===== config.mk =====
export PLATFORM = sky130hd
export DESIGN_NAME = four_12_12_st3_out_buffer
export DESIGN_NICKNAME = d
export VERILOG_FILES = /design/src/rtl/four_12_12_st3_out_buffer.sv
export SDC_FILE = /design/constraint.sdc
export NUM_CORES = 1
export LEC_CHECK = 0
export ABC_AREA = 1
export CAP_MARGIN = 20
export CORE_MARGIN = 2
export CORE_UTILIZATION = 50
export DETAILED_ROUTE_END_ITERATION = 8
export PLACE_DENSITY = 0.69
export REMOVE_ABC_BUFFERS = 1
export SETUP_SLACK_MARGIN = 0.1
export SYNTH_ARGS = -nofsm -noshare
export SYNTH_HDL_FRONTEND = slang
export SYNTH_SLANG_ARGS = --single-unit

===== constraint.sdc =====
create_clock -name clk -period 2 [get_ports clk]
set_input_delay 0.4 -clock clk [delete_from_list [all_inputs] [get_ports clk]]
set_output_delay 0.4 -clock clk [all_outputs]
set_load 0.005 [all_outputs]

===== src/rtl/four_12_12_st3_out_buffer.sv =====
// Ping-pong frame buffer between the stage-3 output stream and stage 4.
// Frames are collected whole into one of two banks and only released
// downstream once every word of the frame has been captured.
module four_12_12_st3_out_buffer #(
    parameter int DATA_W    = 32,
    parameter int FRAME_LEN = 12,
    parameter int PTR_W     = 4
) (
    input  logic              clk,
    input  logic              reset,
    input  logic [DATA_W-1:0] in_data,
    input  logic              in_fst,
    input  logic              in_vld,
    output logic              in_rdy,
    output logic [DATA_W-1:0] out_data,
    output logic              out_fst,
    output logic              out_vld,
    input  logic              out_rdy,
    output logic              frame_err,
    output logic [1:0]        frames_held
);

    localparam logic [PTR_W-1:0] LAST_IDX = PTR_W'(FRAME_LEN - 1);
    localparam logic [PTR_W-1:0] ONE_IDX  = PTR_W'(1);

    typedef enum logic {
        WAIT_FST,
        FILL
    } wr_state_t;

    logic [DATA_W-1:0] mem [2][FRAME_LEN];
    logic [1:0]        full, full_nxt;
    logic              wb, wb_nxt;
    logic              rb, rb_nxt;
    logic [PTR_W-1:0]  wp, wp_nxt;
    logic [PTR_W-1:0]  rp, rp_nxt;
    wr_state_t         state, state_nxt;
    logic              wr_acc, rd_acc;
    logic              wr_en;
    logic [PTR_W-1:0]  wr_idx;
    logic              err_nxt;

    // Next-state for both the fill FSM and the read pointer; a restart
    // (fst inside a frame) always wins over completing the partial frame.
    always_comb begin
        state_nxt = state;
        wb_nxt    = wb;
        wp_nxt    = wp;
        rb_nxt    = rb;
        rp_nxt    = rp;
        full_nxt  = full;
        wr_en     = 1'b0;
        wr_idx    = wp;
        err_nxt   = 1'b0;
        wr_acc    = in_vld && in_rdy;
        rd_acc    = full[rb] && out_rdy;

        if (wr_acc) begin
            case (state)
                WAIT_FST: begin
                    if (in_fst) begin
                        wr_en     = 1'b1;
                        wr_idx    = '0;
                        wp_nxt    = ONE_IDX;
                        state_nxt = FILL;
                    end
                end
                FILL: begin
                    wr_en = 1'b1;
                    if (in_fst) begin
                        wr_idx  = '0;
                        wp_nxt  = ONE_IDX;
                        err_nxt = 1'b1;
                    end else if (wp == LAST_IDX) begin
                        full_nxt[wb] = 1'b1;
                        wb_nxt       = ~wb;
                        wp_nxt       = '0;
                        state_nxt    = WAIT_FST;
                    end else begin
                        wp_nxt = wp + ONE_IDX;
                    end
                end
            endcase
        end

        if (rd_acc) begin
            if (rp == LAST_IDX) begin
                full_nxt[rb] = 1'b0;
                rb_nxt       = ~rb;
                rp_nxt       = '0;
            end else begin
                rp_nxt = rp + ONE_IDX;
            end
        end
    end

    // Control registers; in_rdy and frames_held look ahead at the next
    // flags so a bank freed this cycle is writable on the very next one.
    always_ff @(posedge clk or negedge reset) begin
        if (!reset) begin
            state       <= WAIT_FST;
            full        <= '0;
            wb          <= 1'b0;
            rb          <= 1'b0;
            wp          <= '0;
            rp          <= '0;
            in_rdy      <= 1'b0;
            frame_err   <= 1'b0;
            frames_held <= '0;
        end else begin
            state       <= state_nxt;
            full        <= full_nxt;
            wb          <= wb_nxt;
            rb          <= rb_nxt;
            wp          <= wp_nxt;
            rp          <= rp_nxt;
            in_rdy      <= !full_nxt[wb_nxt];
            frame_err   <= err_nxt;
            frames_held <= {1'b0, full_nxt[0]} + {1'b0, full_nxt[1]};
        end
    end

    // Bank storage; cleared on reset so out_data reads zero until refilled.
    always_ff @(posedge clk or negedge reset) begin
        if (!reset) begin
            for (int b = 0; b < 2; b++) begin
                for (int i = 0; i < FRAME_LEN; i++) begin
                    mem[b][i] <= '0;
                end
            end
        end else if (wr_en) begin
            mem[wb][wr_idx] <= in_data;
        end
    end

    assign out_vld  = full[rb];
    assign out_fst  = full[rb] && (rp == '0);
    assign out_data = mem[rb][rp];

endmodule


==> results.py, run 1 <==
metrics = {
    "timing": {
        "relSlewSlack_pct": 57.1,
        "fin_crit_ps": 2950,
        "rsz0062_at_grt": "yes",
        "maxSlewViolCount": 0,
        "fin_skew_ps": 24.8,
        "max_freq_ghz": 0.339,
        "fin_ws_ps": -947,
        "hold_viol_final": 0,
        "fin_crit_sh_pct": 147,
        "worstMarginPinSlew_ps": 643,
        "finalSetupViolations": 34,
        "tns_ps": -27600,
    },
    "cts": {
        "clk_latency_ps": 640,
        "htreeDepth": 3,
        "cts_tree": "yes",
        "cts.clk_slew.worst_paths_ps": 60,
        "tritoncts.num_buffers": 85,
        "clock-sinks": 785,
        "cts_root_buffer": "clkbuf_16",
        "clock_path_buffers": 3,
    },
    "floorplan": {
        "pin_count": 75,
        "core_um2": 71400,
        "row_count": 98,
        "fp.dieW_um": 272,
        "dieArea_um2": 74000,
        "fp.dieH_um": 272,
        "start_util_pct": 50.4,
    },
    "routing": {
        "drtPass1Iterations": 7,
        "wl_per_cell_um": 20.2,
        "drtAntennaViolNets": 0,
        "drcViolationCount": 0,
        "num_vias": 32700,
        "wirelength_um": 116000,
        "avgViaCountPerCell": 5.69,
        "drt_iter0_drc": 3410,
    },
    "power": {
        "cellPowerDensity_nw_per_um2": 1470,
        "leakage_nw": 21.7,
        "p_total_mw": 68.2,
        "ir_drop_v": 0.00116,
    },
    "synth": {
        "ys_seq_elements": 785,
        "yosysWarnings": 0,
        "syn_inst": 4525,
        "seq_area_frac_synth_pct": 54.7,
        "syn_area_per_cell_um2": 7.94,
        "yosysUniqueCellTypes": 29,
        "syn_area_um2": 35900,
    },
    "worst_hold_path": {
        "hp-class": "in -> async",
    },
    "run": {
        "cap_violations": 0,
    },
    "grt": {
        "grt_pass1_wl_um": 180000,
        "grtUsageTotal_pct": 30.9,
        "overflow": 0,
        "grt_max_degree": 107,
        "grt_pass1_vias": 31600,
        "grt_antenna_before_repair": 0,
    },
    "placement": {
        "dp_hpwl_um": 64900,
        "place_congestion": 0.824,
        "dp_slack_ps": -468,
        "io_buffers": 74,
        "place_inst": 5468,
    },
    "layout": {
        "utilization_pct": 65.1,
        "instances_no_fill": 5739,
        "nets": 4769,
        "final_layout_size_suffix_gt1_share_pct": 17.9,
        "diodes": 0,
        "area_delta_synth_final_pct": 29.3,
    },
    "critical_path": {
        "end_kind": "output port",
        "crit_required_ps": 1600,
        "start_kind": "flop",
        "cp_max_fo": 7,
        "path_class": "reg -> out",
        "reg2reg_depth": 10,
        "arrival_ps": 2550,
    },
    "run_status": {
        "violations": "setup timing",
        "status": "finished, violations left",
    },
}
worst max-delay path, cell delays in order, from the launching register on:
cell and delay [ps]:
dfrtp_4 440, buf_12 150, inv_16 50, buf_6 110, buf_8 120, buf_16 140, buf_12 130, buf_8 120
o21ai_0 200, o211ai_1 140, nand3_1 120, nand2_1 70, buf_2 120
what timing repair did:
item | in CTS | in global routing
buffers inserted | 76 | 17
setup endpoints to repair | 45 | 499
hold buffers | 1 | 0
resized for setup | 344 | 306
pin swaps | 110 | 163
hold endpoints to repair | 136 | 0
gates cloned | 34 | 9
path summary, 6_finish.rpt:
kind / from / slack [ps] / to
max in group asynchronous: reset / 860 / mem[762]
worst max-delay path: rb / -950 / out_data[27]
worst min-delay path: reset / 250 / mem[404]
worst max register to register: rb / 10 / rp[3]
min in group clk: in_fst / 440 / frame_err
worst min register to register: mem[264] / 480 / mem[264]
power breakdown:
part           internal (mW)  switching [mW]
combinational           14.6            17.3
clock                   9.44            6.53
sequential              18.6            1.71
flip-flops by register name, summed over array words and instances, names as in the netlist:
| signal | cells |
|---|---|
| full | 2 |
| frame_err | 1 |
| wb | 1 |
| rp | 4 |
| state | 1 |
| frames_held | 2 |
| wp | 4 |
| rb | 1 |
| in_rdy | 1 |
| mem | 768 |
Yosys cell counts:
library cell / instances / share of area, %
clkinv_1: 1 / 0.010
o211ai_1: 86 / 1.8
buf_4: 2 / 0.042
nand2_1: 1199 / 13
inv_2: 3 / 0.031
buf_1: 18 / 0.19
o21ai_2: 1 / 0.024
nor3b_1: 1 / 0.021
nand3_4: 1 / 0.049
ha_1: 3 / 0.10
nor3_1: 1 / 0.014
nand3_2: 4 / 0.11
clkbuf_1: 297 / 3.1
a32o_1: 1 / 0.028
o32ai_1: 1 / 0.024
nor2_1: 418 / 4.4
a21oi_1: 10 / 0.14
nor2_4: 1 / 0.031
o21ai_1: 42 / 0.58
inv_1: 267 / 2.8
nand3_1: 322 / 4.5
xnor2_1: 1 / 0.024
dfrtp_1: 785 / 55
nand2_2: 15 / 0.26
buf_2: 54 / 0.75
nor2_2: 5 / 0.087
nand4_1: 2 / 0.035
and3_1: 1 / 0.017
o21ai_0: 983 / 14
final cells by class:
cell class / instances / area, µm²
Clock inverter: 28 / 348
Clock buffer: 119 / 2460
Timing Repair Buffer: 487 / 6780
Timing Repair inverter: 1 / 20.0
Inverter: 271 / 1040
Multi-Input combinational cell: 3098 / 15000
Tap cell: 950 / 1190
Sequential cell: 785 / 19700
Fill cell: 5765 / 24900
layout by cell type, fill, tap and decap left out, types with 11 or more instances in the layout:
cell / count
nand3_1: 234
clkbuf_16: 96
buf_8: 19
nand2_2: 64
nor2_2: 45
clkinv_2: 16
o211ai_1: 86
nor2_4: 29
buf_6: 44
nor2_1: 350
clkbuf_8: 16
clkbuf_1: 16
buf_12: 153
o21ai_1: 113
inv_1: 259
clkdlybuf4s50_1: 37
nand2_1: 1131
o21ai_2: 11
nand3_4: 11
buf_2: 25
dfrtp_1: 782
o21ai_0: 900
buf_4: 159
buf_16: 33
nand3_2: 82
nand2_4: 18
cell families after synthesis:
kind of cell	synth area share [%]
AOI/OAI and AO/OA	16.3
and+or+nand+nor	22.0
xor gates and xnor gates	0.0244
adders and majority gates	0.104
DFF	54.7
buffers and inverters	6.92
per-layer routing:
layer / GRT usage (%) / routed length, µm / vias to the layer above / part of all wire (%)
met3: 4.30 / 8760 / 335 / 7.6
met1: 42.2 / 47400 / 15900 / 41
met2: 49.9 / 54400 / 1374 / 47
met4: 12.7 / 5320 / 0 / 4.6
met5: 0 / 0 / - / 0
li1: - / - / 15100 / -
through the flow:
step                hold WS, ps  cell area [µm²]
floorplan                   104            34500
global placement            303            40400
detailed placement          307            40400
CTS                         238            45500
global route                266            46500
finish                      251            46500
Power figures use the tool's default switching activity.
==> run 2, diff against run 1 <==
CELL_PAD_IN_SITES_DETAIL_PLACEMENT = 0   (was default)
CELL_PAD_IN_SITES_GLOBAL_PLACEMENT = 1   (was default)
CORE_UTILIZATION = 43   (was 50)
GPL_TIMING_DRIVEN = 1   (was default)
PLACE_DENSITY = default   (was 0.69)
PLACE_DENSITY_LB_ADDON = 0.1   (was default)
==> results.py, run 2 (synthesized netlist as in run 1, its figures left out) <==
metrics = {
    "run_status": {
        "status": "finished, violations left",
        "violations": "setup timing",
    },
    "cts": {
        "clock_path_buffers": 3,
        "htreeDepth": 3,
        "clk_latency_ps": 650,
        "clock-sinks": 785,
        "tritoncts.num_buffers": 91,
        "cts_tree": "yes",
        "cts_root_buffer": "clkbuf_16",
        "cts.clk_slew.worst_paths_ps": 60,
    },
    "critical_path": {
        "cp_max_fo": 10,
        "slowest_stage": "dfrtp_4",
        "worstReg2RegStart": "rb",
        "cp_top_family": "buffers and inverters",
        "path_class": "reg -> out",
        "reg2reg_depth": 15,
        "crit_required_ps": 1600,
        "r2r_end": "in_rdy",
        "end_kind": "output port",
        "start_kind": "flop",
        "ff2ff_setup_slack_ps": -160,
        "cp.buffers_inverters": 5,
        "arrival_ps": 2450,
        "path_cells": "buf_12, buf_8, clkinv_8, bufbuf_16, o21ai_0, o211ai_1, nand3_1, nand3_2, clkbuf_2",
        "cpPeakStageDelay_ps": 450,
    },
    "routing": {
        "avgViaCountPerCell": 5.27,
        "drtPass1Iterations": 5,
        "wl_met3_um": 5560,
        "drt_iter0_drc": 2780,
        "routed.top_layer": "met5",
        "num_vias": 31000,
        "wirelength_um": 122000,
        "drcViolationCount": 0,
        "drtAntennaViolNets": 0,
        "wl_per_cell_um": 20.7,
        "route.met2.wl_um": 57500,
        "met1Wirelength_um": 55900,
    },
    "layout": {
        "instances_no_fill": 5874,
        "max_flop_register": "mem",
        "utilization_pct": 55.3,
        "final_layout_size_suffix_gt1_share_pct": 15.1,
        "nets": 4761,
        "final_cell_mix": "1,170 x nand2_1, 908 x o21ai_0, 782 x dfrtp_1",
        "largest_reg_flops": 768,
        "stdcell_area_um2": 46000,
        "area_delta_synth_final_pct": 27.9,
        "final_common_cell": "nand2_1",
        "top_regs": "mem: 768 flops, rp: 4 flops, wp: 4 flops",
    },
    "power": {
        "clock_power_share_pct": 25.2,
        "netSwitchingPower_mw": 24.7,
        "p_total_mw": 66.5,
        "p_sw_share_pct": 37.2,
        "pwr-share-seq_pct": 30.5,
        "p_comb_share_pct": 44.3,
        "cellPowerDensity_nw_per_um2": 1450,
        "ir_drop_v": 0.000900,
        "leakage_nw": 21.6,
        "power_report.internal_total_mw": 41.8,
    },
    "grt": {
        "grt_max_degree": 84,
        "overflow": 0,
        "grt_antenna_before_repair": 1,
        "grt_pass1_wl_um": 182000,
        "grt_pass1_vias": 30000,
        "grtUsageTotal_pct": 27.3,
    },
    "floorplan": {
        "core_um2": 83200,
        "dieArea_um2": 85900,
        "fp.dieH_um": 293,
        "pin_count": 75,
        "row_count": 106,
        "fp.dieW_um": 293,
        "start_util_pct": 43.2,
    },
    "timing": {
        "finalSetupViolations": 38,
        "relSlewSlack_pct": 57.5,
        "max_freq_ghz": 0.351,
        "fin_crit_ps": 2850,
        "maxSlewViolCount": 0,
        "fin_ws_ps": -848,
        "worstMarginPinSlew_ps": 637,
        "hold_viol_final": 0,
        "rsz0062_at_grt": "yes",
        "hold_ws_ps": 220,
        "fin_crit_sh_pct": 142,
        "fin_skew_ps": 18.7,
    },
    "placement": {
        "place_inst": 5618,
        "place_congestion": 0.789,
        "io_buffers": 74,
        "place_area_um2": 40700,
        "dp_hpwl_um": 70900,
    },
    "run": {
        "cap_violations": 0,
    },
    "worst_hold_path": {
        "hp-class": "in -> async",
    },
}
-- run 2: metrics by stage --
| stage | TNS [ps] | setup WS [ps] |
|---|---|---|
| global route | -31560 | -978 |
| detailed placement | -241210 | -577 |
| finish | -27530 | -848 |
| floorplan | -658830 | -11500 |
| CTS | -36220 | -1200 |
| global placement | -229580 | -562 |
-- run 2: final cells by class --
class	instances	area [µm²]
sequential	785	19700
clock inverter	24	285
clock buffer	141	2720
timing repair buffer	473	6390
inverter	271	1050
antenna	1	2.50
tap	1080	1350
fill	7808	37200
timing repair inverter	1	16.3
multi-input combinational	3098	14500
-- run 2: timing repair --
| action | 4_1_cts | 5_1_grt |
|---|---|---|
| setup buffers | 7 | 41 |
| resized for setup | 78 | 312 |
| hold endpoints to repair | 214 | 0 |
| hold buffers | 1 | 0 |
| pin swaps | 9 | 100 |
| endpoints found under the setup margin | 70 | 287 |
| cloned | 5 | 37 |
-- run 2: power groups by stage --
stage	registers, mW	clock network [mW]	logic, mW
after floorplan	20.6	0	9.05
after global placement	20.4	0	24.7
after detailed placement	20.4	0	24.8
after CTS	20.2	17.1	25.8
after global routing	20.6	17.8	32.3
final	20.3	16.8	29.5
-- run 2: how the worst max path moves through the flow --
stage               startpoint            to  slack [ps]  cells after the start
floorplan                   rb  out_data[12]      -11500                      8
global placement            rb  out_data[22]        -560                      8
detailed placement          rb  out_data[22]        -580                     10
CTS                         rb  out_data[15]       -1200                      8
global route                rb   out_data[9]        -980                     11
finish                      rb   out_data[9]        -850                      9
-- run 2: per-layer routing --
layer | vias up | GRT usage [%]
met2 | 715 | 44.9
met5 | - | 0
met3 | 156 | 3.46
met1 | 15000 | 38.6
met4 | 2 | 6.62
li1 | 15100 | -
